<file path="src/rtl/pkg_config.sv">
// -----------------------------------------------------------------------------
// pkg_config
// Shared configuration for the instruction-memory loader.
//   DATA_WIDTH       : instruction/data word width (fixed at 32)
//   LOADER_LEN_BYTES : number of little-endian bytes in the frame length field
//   loader_state_t   : loader FSM states
//   calc_word_addr() : byte address of a word index relative to a base
// -----------------------------------------------------------------------------
package pkg_config;

    localparam int unsigned DATA_WIDTH       = 32;
    localparam int unsigned LOADER_LEN_BYTES = 4;

    typedef enum logic [2:0] {
        LEN   = 3'd0,
        DATA  = 3'd1,
        WRITE = 3'd2,
        CSUM  = 3'd3,
        DONE  = 3'd4,
        ERR   = 3'd5
    } loader_state_t;

    // Word index to byte address: each word occupies four bytes.
    function automatic logic [DATA_WIDTH-1:0] calc_word_addr(
        input logic [DATA_WIDTH-1:0] base,
        input logic [DATA_WIDTH-1:0] idx
    );
        return base + (idx << 2);
    endfunction

endpackage

</file>
<file path="src/rtl/byte_word_assembler.sv">
// -----------------------------------------------------------------------------
// byte_word_assembler
// Collects four bytes, least significant first, into one 32-bit word.
// The completed word is presented combinationally together with the fourth
// byte so the owner can register it on the same edge the byte is accepted.
//   i_clk        : clock
//   i_clear      : synchronous clear of the byte index and partial word
//   i_byte_stb   : a byte is accepted this cycle
//   i_byte       : the accepted byte
//   o_word       : assembled word (valid while o_word_valid is high)
//   o_word_valid : high for the cycle in which the fourth byte is accepted
// -----------------------------------------------------------------------------
module byte_word_assembler
    import pkg_config::*;
(
    input  logic                  i_clk,
    input  logic                  i_clear,
    input  logic                  i_byte_stb,
    input  logic [7:0]            i_byte,
    output logic [DATA_WIDTH-1:0] o_word,
    output logic                  o_word_valid
);

    logic [1:0]  r_idx;
    // Only the three lower bytes need storage; the top byte is the live input.
    logic [23:0] r_low;

    assign o_word       = {i_byte, r_low};
    assign o_word_valid = i_byte_stb && (r_idx == 2'd3);

    // Byte index and partial-word shift register.
    always_ff @(posedge i_clk) begin
        if (i_clear) begin
            r_idx <= 2'd0;
            r_low <= 24'd0;
        end else if (i_byte_stb) begin
            r_idx <= r_idx + 2'd1;
            r_low <= {i_byte, r_low[23:8]};
        end
    end

endmodule

</file>
<file path="src/rtl/imem_loader.sv">
// -----------------------------------------------------------------------------
// imem_loader
// Receives a framed byte stream (4-byte LE word count N, N LE words, one XOR
// checksum byte), writes the words sequentially into instruction memory and
// releases the core from reset once the checksum matches.
//   clk_i        : clock
//   rst_i        : synchronous active-high reset; aborts any load in progress
//   rx_valid_i   : source presents a byte
//   rx_data_i    : stream byte
//   rx_ready_o   : loader accepts a byte (transfer = valid && ready at edge)
//   imem_we_o    : one-cycle instruction memory write strobe
//   imem_addr_o  : word-aligned byte address of the write
//   imem_data_o  : write data
//   core_rst_n_o : active-low core reset, released only after a good load
//   done_o       : load complete and verified (sticky until reset)
//   err_o        : size or checksum failure (sticky until reset)
// -----------------------------------------------------------------------------
module imem_loader
    import pkg_config::*;
#(
    parameter int unsigned           IMEM_DEPTH = 256,
    parameter logic [DATA_WIDTH-1:0] BASE_ADDR  = 32'h0000_0000
) (
    input  logic                  clk_i,
    input  logic                  rst_i,
    input  logic                  rx_valid_i,
    input  logic [7:0]            rx_data_i,
    output logic                  rx_ready_o,
    output logic                  imem_we_o,
    output logic [DATA_WIDTH-1:0] imem_addr_o,
    output logic [DATA_WIDTH-1:0] imem_data_o,
    output logic                  core_rst_n_o,
    output logic                  done_o,
    output logic                  err_o
);

    localparam int unsigned WCNT_W = $clog2(IMEM_DEPTH + 1);

    loader_state_t         r_state;
    loader_state_t         w_state_next;
    logic [23:0]           r_len_low;
    logic [1:0]            r_len_cnt;
    logic [WCNT_W-1:0]     r_n;
    logic [WCNT_W-1:0]     r_widx;
    logic [WCNT_W-1:0]     w_widx_inc;
    logic [7:0]            r_csum;
    logic                  w_xfer;
    logic                  w_len_last;
    logic [31:0]           w_len_full;
    logic                  w_asm_stb;
    logic                  w_asm_clear;
    logic                  w_asm_valid;
    logic [DATA_WIDTH-1:0] w_asm_word;

    // rx_ready_o is a registered decode of the state, so it is safe to reuse.
    assign w_xfer      = rx_valid_i && rx_ready_o;
    assign w_len_full  = {rx_data_i, r_len_low};
    assign w_len_last  = (r_state == LEN) && w_xfer
                         && (r_len_cnt == 2'(LOADER_LEN_BYTES - 1));
    assign w_widx_inc  = r_widx + {{(WCNT_W-1){1'b0}}, 1'b1};
    assign w_asm_stb   = (r_state == DATA) && w_xfer;
    assign w_asm_clear = rst_i || (r_state == ERR);

    byte_word_assembler u_asm (
        .i_clk        (clk_i),
        .i_clear      (w_asm_clear),
        .i_byte_stb   (w_asm_stb),
        .i_byte       (rx_data_i),
        .o_word       (w_asm_word),
        .o_word_valid (w_asm_valid)
    );

    // Next-state decode of the loader FSM.
    always_comb begin
        w_state_next = r_state;
        case (r_state)
            LEN: begin
                if (w_len_last) begin
                    if (w_len_full > 32'(IMEM_DEPTH)) begin
                        w_state_next = ERR;
                    end else if (w_len_full == 32'd0) begin
                        w_state_next = CSUM;
                    end else begin
                        w_state_next = DATA;
                    end
                end else begin
                    w_state_next = LEN;
                end
            end
            DATA: begin
                if (w_asm_valid) begin
                    w_state_next = WRITE;
                end else begin
                    w_state_next = DATA;
                end
            end
            WRITE: begin
                if (w_widx_inc == r_n) begin
                    w_state_next = CSUM;
                end else begin
                    w_state_next = DATA;
                end
            end
            CSUM: begin
                if (w_xfer) begin
                    if (rx_data_i == r_csum) begin
                        w_state_next = DONE;
                    end else begin
                        w_state_next = ERR;
                    end
                end else begin
                    w_state_next = CSUM;
                end
            end
            DONE:    w_state_next = DONE;
            ERR:     w_state_next = ERR;
            default: w_state_next = ERR;
        endcase
    end

    // State register and outputs registered from the next state.
    always_ff @(posedge clk_i) begin
        if (rst_i) begin
            r_state      <= LEN;
            rx_ready_o   <= 1'b0;
            imem_we_o    <= 1'b0;
            core_rst_n_o <= 1'b0;
            done_o       <= 1'b0;
            err_o        <= 1'b0;
        end else begin
            r_state      <= w_state_next;
            rx_ready_o   <= (w_state_next == LEN) || (w_state_next == DATA)
                            || (w_state_next == CSUM);
            imem_we_o    <= (w_state_next == WRITE);
            core_rst_n_o <= (w_state_next == DONE);
            done_o       <= (w_state_next == DONE);
            err_o        <= (w_state_next == ERR);
        end
    end

    // Length field capture (LSB first) and latched word count.
    always_ff @(posedge clk_i) begin
        if (rst_i) begin
            r_len_low <= 24'd0;
            r_len_cnt <= 2'd0;
            r_n       <= '0;
        end else if ((r_state == LEN) && w_xfer) begin
            r_len_low <= w_len_full[31:8];
            r_len_cnt <= r_len_cnt + 2'd1;
            if (w_len_last) begin
                r_n <= w_len_full[WCNT_W-1:0];
            end
        end
    end

    // Running XOR checksum of image bytes.
    always_ff @(posedge clk_i) begin
        if (rst_i) begin
            r_csum <= 8'd0;
        end else if (w_asm_stb) begin
            r_csum <= r_csum ^ rx_data_i;
        end
    end

    // Write address/data capture and word index advance after each WRITE.
    always_ff @(posedge clk_i) begin
        if (rst_i) begin
            imem_addr_o <= BASE_ADDR;
            imem_data_o <= '0;
            r_widx      <= '0;
        end else begin
            if (w_asm_valid) begin
                imem_data_o <= w_asm_word;
                imem_addr_o <= calc_word_addr(BASE_ADDR, DATA_WIDTH'(r_widx));
            end
            if (r_state == WRITE) begin
                r_widx <= w_widx_inc;
            end
        end
    end

endmodule

</file>
<file path="config.mk">
export PLATFORM = sky130hd
export DESIGN_NAME = imem_loader
export DESIGN_NICKNAME = d
export VERILOG_FILES = /design/src/rtl/pkg_config.sv /design/src/rtl/byte_word_assembler.sv /design/src/rtl/imem_loader.sv
export SDC_FILE = /design/constraint.sdc
export NUM_CORES = 1
export LEC_CHECK = 0
export CORE_UTILIZATION = 25
export CTS_CLUSTER_SIZE = 28
export DETAILED_ROUTE_END_ITERATION = 8
export HOLD_SLACK_MARGIN = 0.05
export PLACE_DENSITY = 0.46
export SLEW_MARGIN = 20
export SYNTH_ARGS = -nofsm -noshare
export SYNTH_HDL_FRONTEND = slang
export SYNTH_SLANG_ARGS = --single-unit
</file>
<file path="constraint.sdc">
create_clock -name clk_i -period 2.95 [get_ports clk_i]
set_input_delay 0.59 -clock clk_i [delete_from_list [all_inputs] [get_ports clk_i]]
set_output_delay 0.59 -clock clk_i [all_outputs]
set_load 0.02 [all_outputs]
</file>
# Yosys cells after proc, flatten, opt, wreduce, memory -nomap -nowiden
# Index checks and enable logic that the tools add are counted.
[totals]
reg_bits = 126
inputBits = 11
out_inout_bits = 69
word_cells = 53
[op_classes]
n_addsub = 3
magnitude_cmp = 1
eq_ne = 14
muxes = 8
bitwise = 1
reduce_logical = 12
[op_table]
columns = ["operator", "n"]
rows = [
  ["greater-than comparator 32 x 9 -> 1 bit (second input constant)", 1],
  ["zero test 32 bit", 1],
  ["one-hot mux 3 bit (5 select lines)", 1],
  ["== test 3 x 2 -> 1 bit (second input constant)", 4],
  ["== test 3 bit (second input constant)", 4],
  ["adder 9 x 1 -> 9 bit (second input constant)", 1],
  ["== test 9 bit", 1],
  ["2-to-1 mux 3 bit", 3],
  ["== test 8 bit", 1],
  ["bitwise XOR 8 bit", 1],
  ["== test 3 x 1 -> 1 bit (second input constant)", 2],
  ["zero test 3 bit", 2],
  ["2-to-1 mux 2 bit", 3],
  ["logical AND 1 bit", 5],
  ["adder 2 x 1 -> 2 bit (second input constant)", 2],
  ["== test 2 bit (second input constant)", 2],
  ["logical OR 1 bit", 3],
  ["AND reduction 2 bit", 1],
  ["2-to-1 mux 1 bit", 1],
]

# Depth between registers and ports, before layout
# Gate-level depths: netlist of run 1.
[logic_depth]
word_depth = 8
ltp_mapped = 7
ltp_nobuf = 6

# Hierarchy
# A second synthesis of run 1 with hierarchy kept.
[unflattened]
cells_unflattened = 579
area_unflattened_um2 = 5328.9
[by_module_without_submodules]
columns = ["module", "instances", "cells_each", "area_each_um2", "seq_area_each_um2"]
rows = [
  ["imem_loader", 1, 485, 4305.4, 2001.9],
  ["byte_word_assembler", 1, 94, 1023.5, 520.5],
]

# Least setup slack after synthesis of run 1
# OpenSTA, ideal clock, no wires.
[synth_timing]
kind = "input -> register"
startpoint = "in rx_valid_i"
endpoint = "reg r_state[1]"
setup_time_ns = 0.096
arrival_time_ns = 1.974
required_ns = 2.854
slack_ns = 0.881
stages = 6
path_buffers = 1
cell_sequence = "nand3b_1 or4b_2 buf_2 nor4_1 o21bai_1 o41ai_2"
[synth_via]
elab_chain_cells = 5
elab_cells_between_ends = 9
cone_classes = "mux (4); reduce/logical (5)"
[synth_rtl]
columns = ["item", "line", "source"]
rows = [
  ["start: declaration", "imem_loader.sv:26", "input logic rx_valid_i,"],
  ["logical AND 1 bit *", "imem_loader.sv:56", "assign w_xfer = rx_valid_i && rx_ready_o;"],
  ["logical AND 1 bit (on tied branches)", "imem_loader.sv:61, imem_loader.sv:58", ""],
  ["logical AND 1 bit (on tied branches)", "byte_word_assembler.sv:29, imem_loader.sv:59", ""],
  ["2-to-1 mux 2 bit or 2-to-1 mux 3 bit (tied branches)", "imem_loader.sv:91, imem_loader.sv:78", ""],
  ["one-hot mux 3 bit (5 select lines) *", "imem_loader.sv:76", "case (r_state)"],
  ["end signal: assignment", "imem_loader.sv:131", "r_state <= w_state_next;"],
  ["end: declaration", "imem_loader.sv:39", "loader_state_t r_state;"],
]
# Mark *: on every way between the ends. The rest lies on a longest branch, timed or not.
# A chain may end at the register's enable or synchronous reset.

# Worst setup path after layout of run 1
[layout_timing]
startpoint = "in rx_data_i[0]"
endpoint = "reg done_o"
[layout_via]
elab_chain_cells = 6
elab_cells_between_ends = 10
cone_classes = "order compare (1); eq/ne (2); mux (6); reduce/logical (1)"
[layout_rtl]
columns = ["item", "line", "source"]
rows = [
  ["start: declaration", "imem_loader.sv:27", "input logic [7:0] rx_data_i,"],
  ["parallel branches: the longest is 4 deep, another holds greater-than comparator 32 x 9 -> 1 bit", "-", ""],
  ["one-hot mux 3 bit (5 select lines) *", "imem_loader.sv:76", ""],
  ["== test 3 bit *", "imem_loader.sv:136", "done_o <= (w_state_next == DONE);"],
  ["end signal: assignment", "imem_loader.sv:136", ""],
  ["end: declaration", "imem_loader.sv:33", "output logic done_o,"],
]
# Every way passes the cells marked *.

==> flow_metrics.env, run 1 <==
export IMPL_avgSynthCellArea_um2=8.10
export IMPL_startpoint_type="primary input"
export IMPL_drv_cap=0
export IMPL_setup_viol=0
export IMPL_reg2reg_from="r_state[1]"
export IMPL_p_leak_nw=2.24
export IMPL_synth_edf_count=0
export IMPL_cts_setup_buffers=0
export IMPL_gp_congestion=0.825
export IMPL_r2r_slack_ns=0.81
export IMPL_dieHeight_um=145
export IMPL_cts_sinks=126
export IMPL_start_util_pct=25.8
export IMPL_nets=689
export IMPL_clock_skew_ns=0.00666
export IMPL_power_density_nw_per_um2=604
export IMPL_syn_inst=629
export IMPL_htree_levels=4
export IMPL_cp_slowest_stage_delay_ns=0.58
export IMPL_worstRegToRegCells=5
export IMPL_clock_path_buffers=2
export IMPL_slew_headroom_pct=29.7
export IMPL_synth_area_um2=5100
export IMPL_grt_max_degree=60
export IMPL_drt_iter0_markers=177
export IMPL_cts_tree="done"
export IMPL_wl_per_cell_um=12.4
export IMPL_portBuffers=56
export IMPL_cts_made_buffers=17
export IMPL_irDropWorstVdd_mv=0.383
export IMPL_rsz0062_at_grt="false"
export IMPL_required_ns=3.26
export IMPL_place_inst=921
export IMPL_fin_setup_tns_ns=0
export IMPL_synthTopCellsByArea="dfxtp_1, nand2_1, a21oi_1, xor2_1, buf_4"
export IMPL_path_cells="clkdlybuf4s50_1 > nor4_1 > nand4_1 > o311ai_0 > a31oi_1 > and2_1"
export IMPL_synth_warnings=0
export IMPL_ys_ff_latch=126
export IMPL_pwr_share_clk_pct=52.3
export IMPL_antenna_left=0
export IMPL_grt_pass1_vias=3996
export IMPL_die_x_um=145
export IMPL_grt_pass1_wl_um=20000
export IMPL_crit_start="rx_data_i[0]"
export IMPL_drc_errors=0
export IMPL_worstHoldPathType="register to register"
export IMPL_grt_total_usage_pct=12.4
export IMPL_grt_ovfl_total=0
export IMPL_diodes=0
export IMPL_finalPower_mw=3.86
export IMPL_ys_seq_area_share_pct=49.5
export IMPL_netSwitchingFraction_pct=21.7
export IMPL_async_reset_ff_share_pct=0
export IMPL_layout_commonest_cell="nand2_1"
export IMPL_p_comb_share_pct=3.2
export IMPL_syn_to_final_growth_pct=25.5
export IMPL_crit_type="primary input to register"
export IMPL_cp_max_fo=5
export IMPL_wl_um=11900
export IMPL_cts_root_buf="clkbuf_16"
export IMPL_core_region_area_um2=19700
export IMPL_final_cell_mix="nand2_1, dfxtp_1, a21oi_1"
export IMPL_cts_resized=0
export IMPL_worstMarginPinSlew_ns=1.05
export IMPL_final_hold_viol_count=0
export IMPL_end_kind="register"
export IMPL_rr_endpoint="r_state[1]"
export IMPL_die_area_um2=21000
export IMPL_max_freq_ghz=0.434
export IMPL_ys_types=40
export IMPL_status="completed"
export IMPL_ios=80
export IMPL_clk_latency_ns=0.41
export IMPL_p_switching_mw=0.839
export IMPL_num_vias=4110
export IMPL_p_int_mw=3.02
export IMPL_dpl_hpwl_um=8330
export IMPL_crit_end="done_o"
export IMPL_synth_ff_type="dfxtp_1"
export IMPL_critPathSlowestCell="o311ai_0"
export IMPL_netlist_area_leader_share_pct=49.5
export IMPL_period_needed_ns=2.30
export IMPL_slew_violations=0
export IMPL_fin_cells=953
export IMPL_yosys_area_top_type="dfxtp_1"
export IMPL_cp_arrival_ns=2.61
export IMPL_antenna_found_initial=0
export IMPL_drtPass1Iterations=4
export IMPL_cts_clk_slew_worst_paths_ns=0.05
export IMPL_drive_gt1_share_pct=7.12
export IMPL_timing_final_crit_share_pct=78.1
export IMPL_rows=51
export IMPL_seqPwrFrac_pct=44.6
export IMPL_cts_hold_buf=0
export IMPL_vias_per_cell=4.31
-- stage by stage --
step	worst slack, ns	hold WS, ns	instance area, um^2	utilization [%]
global placement	0.313	0.443	5820	29.5
detailed placement	0.295	0.448	5820	29.5
CTS	0.714	0.455	6400	32.4
floorplan	0.881	0.432	5180	-
global route	0.450	0.464	6400	32.4
finish	0.647	0.451	6400	32.4
-- registers in the layout, summed over array words and instances (netlist names) --
signal,cells
r_csum,8
r_len_cnt,2
err_o,1
r_n,9
r_len_low,24
imem_we_o,1
u_asm.r_idx,2
rx_ready_o,1
done_o,1
imem_data_o,32
r_widx,9
imem_addr_o,9
u_asm.r_low,24
r_state,3
-- power by group through the flow --
stage	combinational [mW]	clock (mW)	sequential, mW
after global routing	0.137	2.16	1.72
after global placement	0.121	0	1.76
final	0.122	2.02	1.72
after floorplan	0.106	0	1.76
after detailed placement	0.123	0	1.76
after CTS	0.123	2.06	1.72
-- layer usage --
layer  GRT usage, %  wire, um  vias to the layer above
met2           18.4      5110                       76
met5              0         0                        -
met4           3.99       170                        0
met3           4.24       455                       11
met1           16.7      6130                     1906
li1               -         -                     2117
-- worst min-delay path by stage --
stage	from	end	slack [ns]	depth (start not counted)
global route	imem_addr_o[8]	imem_addr_o[8]	0.46	2
detailed placement	imem_data_o[9]	imem_data_o[9]	0.45	2
CTS	imem_data_o[9]	imem_data_o[9]	0.46	2
floorplan	u_asm.r_low[0]	imem_data_o[0]	0.43	2
global placement	imem_addr_o[6]	imem_addr_o[6]	0.44	2
finish	imem_addr_o[7]	imem_addr_o[7]	0.45	2
-- logic make-up (layout without fill, tap and decap cells) --
family,Yosys count,in the layout,share of synthesized area [%]
other cells,1,23,0.0736
buf+inv,66,103,6.85
mux,9,9,1.77
simple gates,275,275,22.7
xor+xnor,35,35,6.02
flops,126,126,49.5
fa+ha+maj,3,3,0.737
compound gates,114,114,12.4
-- synth_stat cells (2+ instances only) --
library cell  instances
a31oi_1               3
nand2b_1              5
mux2i_1               9
buf_4                24
nand3_1               6
nor2_1               34
or3_1                 2
nand4_1               3
nand2_1             193
a21oi_1              97
xnor2_1              14
o21ai_0               5
xor2_1               21
nor4_1                9
nor3_1                9
o21bai_1              2
inv_1                 5
buf_2                 3
clkbuf_1             33
nand3b_1              2
dfxtp_1             126
nor2b_1               2
ha_1                  3
and2_1                3
-- worst max-delay path: cells and delay by family --
kind	cells	cell delay, ns
AO/OA/AOI/OAI	2	0.78
buffers and inverters	1	0.53
AND/OR/NAND/NOR	3	0.71
-- area by class of cell --
type	instances	area (um^2)
Clock inverter	11	116
Multi-Input combinational cell	459	2320
Timing Repair Buffer	66	631
Inverter	5	18.8
Clock buffer	21	460
Tap cell	265	332
Fill cell	2034	13300
Sequential cell	126	2520
Note: power is estimated with default switching activity, not from simulation.
==> run 2: changes to the inputs <==
--- a/config.mk
+++ b/config.mk
@@ -9,7 +9,7 @@
 export CTS_CLUSTER_SIZE = 28
 export DETAILED_ROUTE_END_ITERATION = 8
 export HOLD_SLACK_MARGIN = 0.05
-export PLACE_DENSITY = 0.46
+export PLACE_DENSITY = 0.48
 export SLEW_MARGIN = 20
 export SYNTH_ARGS = -nofsm -noshare
 export SYNTH_HDL_FRONTEND = slang
==> constraint.sdc (replaced) <==
create_clock -name clk_i -period 2 [get_ports clk_i]
set_input_delay 0.4 -clock clk_i [delete_from_list [all_inputs] [get_ports clk_i]]
set_output_delay 0.4 -clock clk_i [all_outputs]
set_load 0.02 [all_outputs]
==> run 2 against run 1 <==
Compared with the run above:
- clock skew fell by 0.0010 ns
- sequential power grew 48%
- register-to-register slack lost 0.74 ns
- cell area grew 6.1%
- die area stayed put
- critical path type is now register to register
- critical endpoint is now r_state[1]
- highest routed layer unchanged
==> flow_metrics.env, run 2 (synthesis gave the netlist of run 1 again) <==
export IMPL_clock_skew_ns=0.00563
export IMPL_cts_made_buffers=17
export IMPL_grt_pass1_wl_um=20000
export IMPL_startpoint_type="register"
export IMPL_finalWorstSetupSlack_ns=0.0688
export IMPL_htree_levels=4
export IMPL_dpl_hpwl_um=8470
export IMPL_required_ns=2.31
export IMPL_cts_hold_buf=0
export IMPL_nets=724
export IMPL_timing_final_crit_share_pct=96.6
export IMPL_cts_root_buf="clkbuf_16"
export IMPL_hold_depth=2
export IMPL_worstHoldStart="imem_data_o[3]"
export IMPL_drv_cap=0
export IMPL_grt_pass1_vias=3741
export IMPL_final_hold_viol_count=0
export IMPL_num_vias=4214
export IMPL_irDropWorstVdd_mv=0.550
export IMPL_drc_errors=0
export IMPL_die_x_um=145
export IMPL_seqPwrFrac_pct=43.4
export IMPL_wl_per_cell_um=12.7
export IMPL_max_freq_ghz=0.518
export IMPL_fin_cells=988
export IMPL_crit_type="register to register"
export IMPL_rows=51
export IMPL_diodes=0
export IMPL_drive_gt1_share_pct=12.2
export IMPL_place_inst=956
export IMPL_grt_ovfl_total=0
export IMPL_top_register="imem_data_o"
export IMPL_worstMarginPinSlew_ns=0.641
export IMPL_placed_area_um2=6140
export IMPL_stdcell_area_um2=6790
export IMPL_rr_endpoint="r_state[1]"
export IMPL_pwr_share_clk_pct=53.1
export IMPL_cp_arrival_ns=2.25
export IMPL_start_util_pct=25.8
export IMPL_vias_per_cell=4.27
export IMPL_status="completed"
export IMPL_cts_sinks=126
export IMPL_reg2reg_from="r_widx[0]"
export IMPL_wl_um=12500
export IMPL_reg_largest_list="imem_data_o (32), r_len_low (24), u_asm.r_low (24)"
export IMPL_clk_latency_ns=0.41
export IMPL_pre_cts_ws_ns=-0.377
export IMPL_slew_violations=0
export IMPL_gp_congestion=0.764
export IMPL_fill_cells=2097
export IMPL_antenna_left=0
export IMPL_final_cell_mix="nand2_1, dfxtp_1, a21oi_1"
export IMPL_slew_headroom_pct=57.1
export IMPL_core_region_area_um2=19700
export IMPL_syn_to_final_growth_pct=33.2
export IMPL_cts_tree="done"
export IMPL_grt_max_degree=100
export IMPL_post_route_util_pct=34.4
export IMPL_r2r_slack_ns=0.07
export IMPL_worstRegToRegCells=6
export IMPL_p_leak_nw=2.45
export IMPL_cts_clk_slew_worst_paths_ns=0.05
export IMPL_ios=80
export IMPL_drtPass1Iterations=4
export IMPL_layout_commonest_cell="nand2_1"
export IMPL_power_density_nw_per_um2=863
export IMPL_antenna_found_initial=0
export IMPL_drt_iter0_markers=222
export IMPL_setup_viol=0
export IMPL_portBuffers=56
export IMPL_dieHeight_um=145
export IMPL_end_kind="register"
export IMPL_netSwitchingFraction_pct=20.5
export IMPL_p_int_mw=4.65
export IMPL_die_area_um2=21000
export IMPL_cp_max_fo=2
export IMPL_p_comb_share_pct=3.5
export IMPL_cts_setup_buffers=0
export IMPL_hold_path_end="imem_data_o[3]"
export IMPL_period_needed_ns=1.93
export IMPL_p_switching_mw=1.20
export IMPL_worstHoldPathType="register to register"
export IMPL_largest_reg_flops=32
export IMPL_clock_path_buffers=2
export IMPL_rsz0062_at_grt="true"
export IMPL_grt_total_usage_pct=12.6
run 2: area by class of cell:
type	count	area [um^2]	share of cell area (%)
flip-flops and latches	126	2520	37.2
multi-input cells	459	2350	34.6
repair buffers	101	956	14.1
clock buffers	27	533	7.85
well taps	265	332	4.88
clock inverters	5	75.1	1.11
inverters	5	18.8	0.276
run 2: power groups by stage:
stage / clock (mW) / combinational (mW) / sequential [mW]
after floorplan: 0 / 0.156 / 2.59
after CTS: 3.19 / 0.210 / 2.54
after global routing: 3.30 / 0.230 / 2.54
after detailed placement: 0 / 0.210 / 2.59
after global placement: 0 / 0.211 / 2.59
final: 3.11 / 0.208 / 2.54
run 2: metrics by stage:
step	power (mW)	hold slack (ns)	setup TNS [ns]
2_1_floorplan	2.75	0.432	0
3_3_place_gp	2.80	0.445	-5.41
3_5_place_dp	2.80	0.447	-6.17
4_1_cts	5.94	0.455	-0.0283
5_1_grt	6.07	0.472	-0.0156
6_report	5.86	0.452	0
run 2: critical path, stage by stage, from the launching register on:
cell       delay (ns)
dfxtp_2          0.33
ha_4             0.24
xor2_1           0.16
or4_4            0.52
a2111oi_4        0.20
o2111ai_2        0.16
o41ai_2          0.21
run 2: worst max path at each step:
stage	from	end	slack, ns	depth (start not counted)
2_1_floorplan	rx_ready_o	r_state[1]	0.01	6
3_3_place_gp	rx_data_i[0]	done_o	-0.35	7
3_5_place_dp	rx_data_i[0]	done_o	-0.38	7
4_1_cts	r_widx[0]	r_state[1]	-0.03	6
5_1_grt	r_widx[0]	r_state[1]	-0.02	6
6_report	r_widx[0]	r_state[1]	0.07	6
run 2: layer usage:
metal  up-vias  global-route usage [%]  part of all wire [%]
met5         -                       0                     0
met4         0                    3.82                   1.0
met3        12                    3.82                   4.0
met2        78                    17.1                    41
met1      1935                    18.7                    54
li1       2189                       -                     -
run 2: repair_timing:
| action | 4_1_cts | 5_1_grt |
|---|---|---|
| pin swaps | 1 | 0 |
| resized for setup | 1 | 5 |
| hold endpoints to repair | 0 | 0 |
| endpoints found under the setup margin | 1 | 5 |
==> run 3: changes to the inputs <==
--- a/config.mk
+++ b/config.mk
@@ -8,7 +8,7 @@
 export CORE_UTILIZATION = 25
 export CTS_CLUSTER_SIZE = 28
 export DETAILED_ROUTE_END_ITERATION = 8
-export HOLD_SLACK_MARGIN = 0.05
+export HOLD_SLACK_MARGIN = 0.1
 export PLACE_DENSITY = 0.48
 export SLEW_MARGIN = 20
 export SYNTH_ARGS = -nofsm -noshare
==> results of run 3 <==
Same layout as run 2: the final DEF is identical, and so are final timing and power.
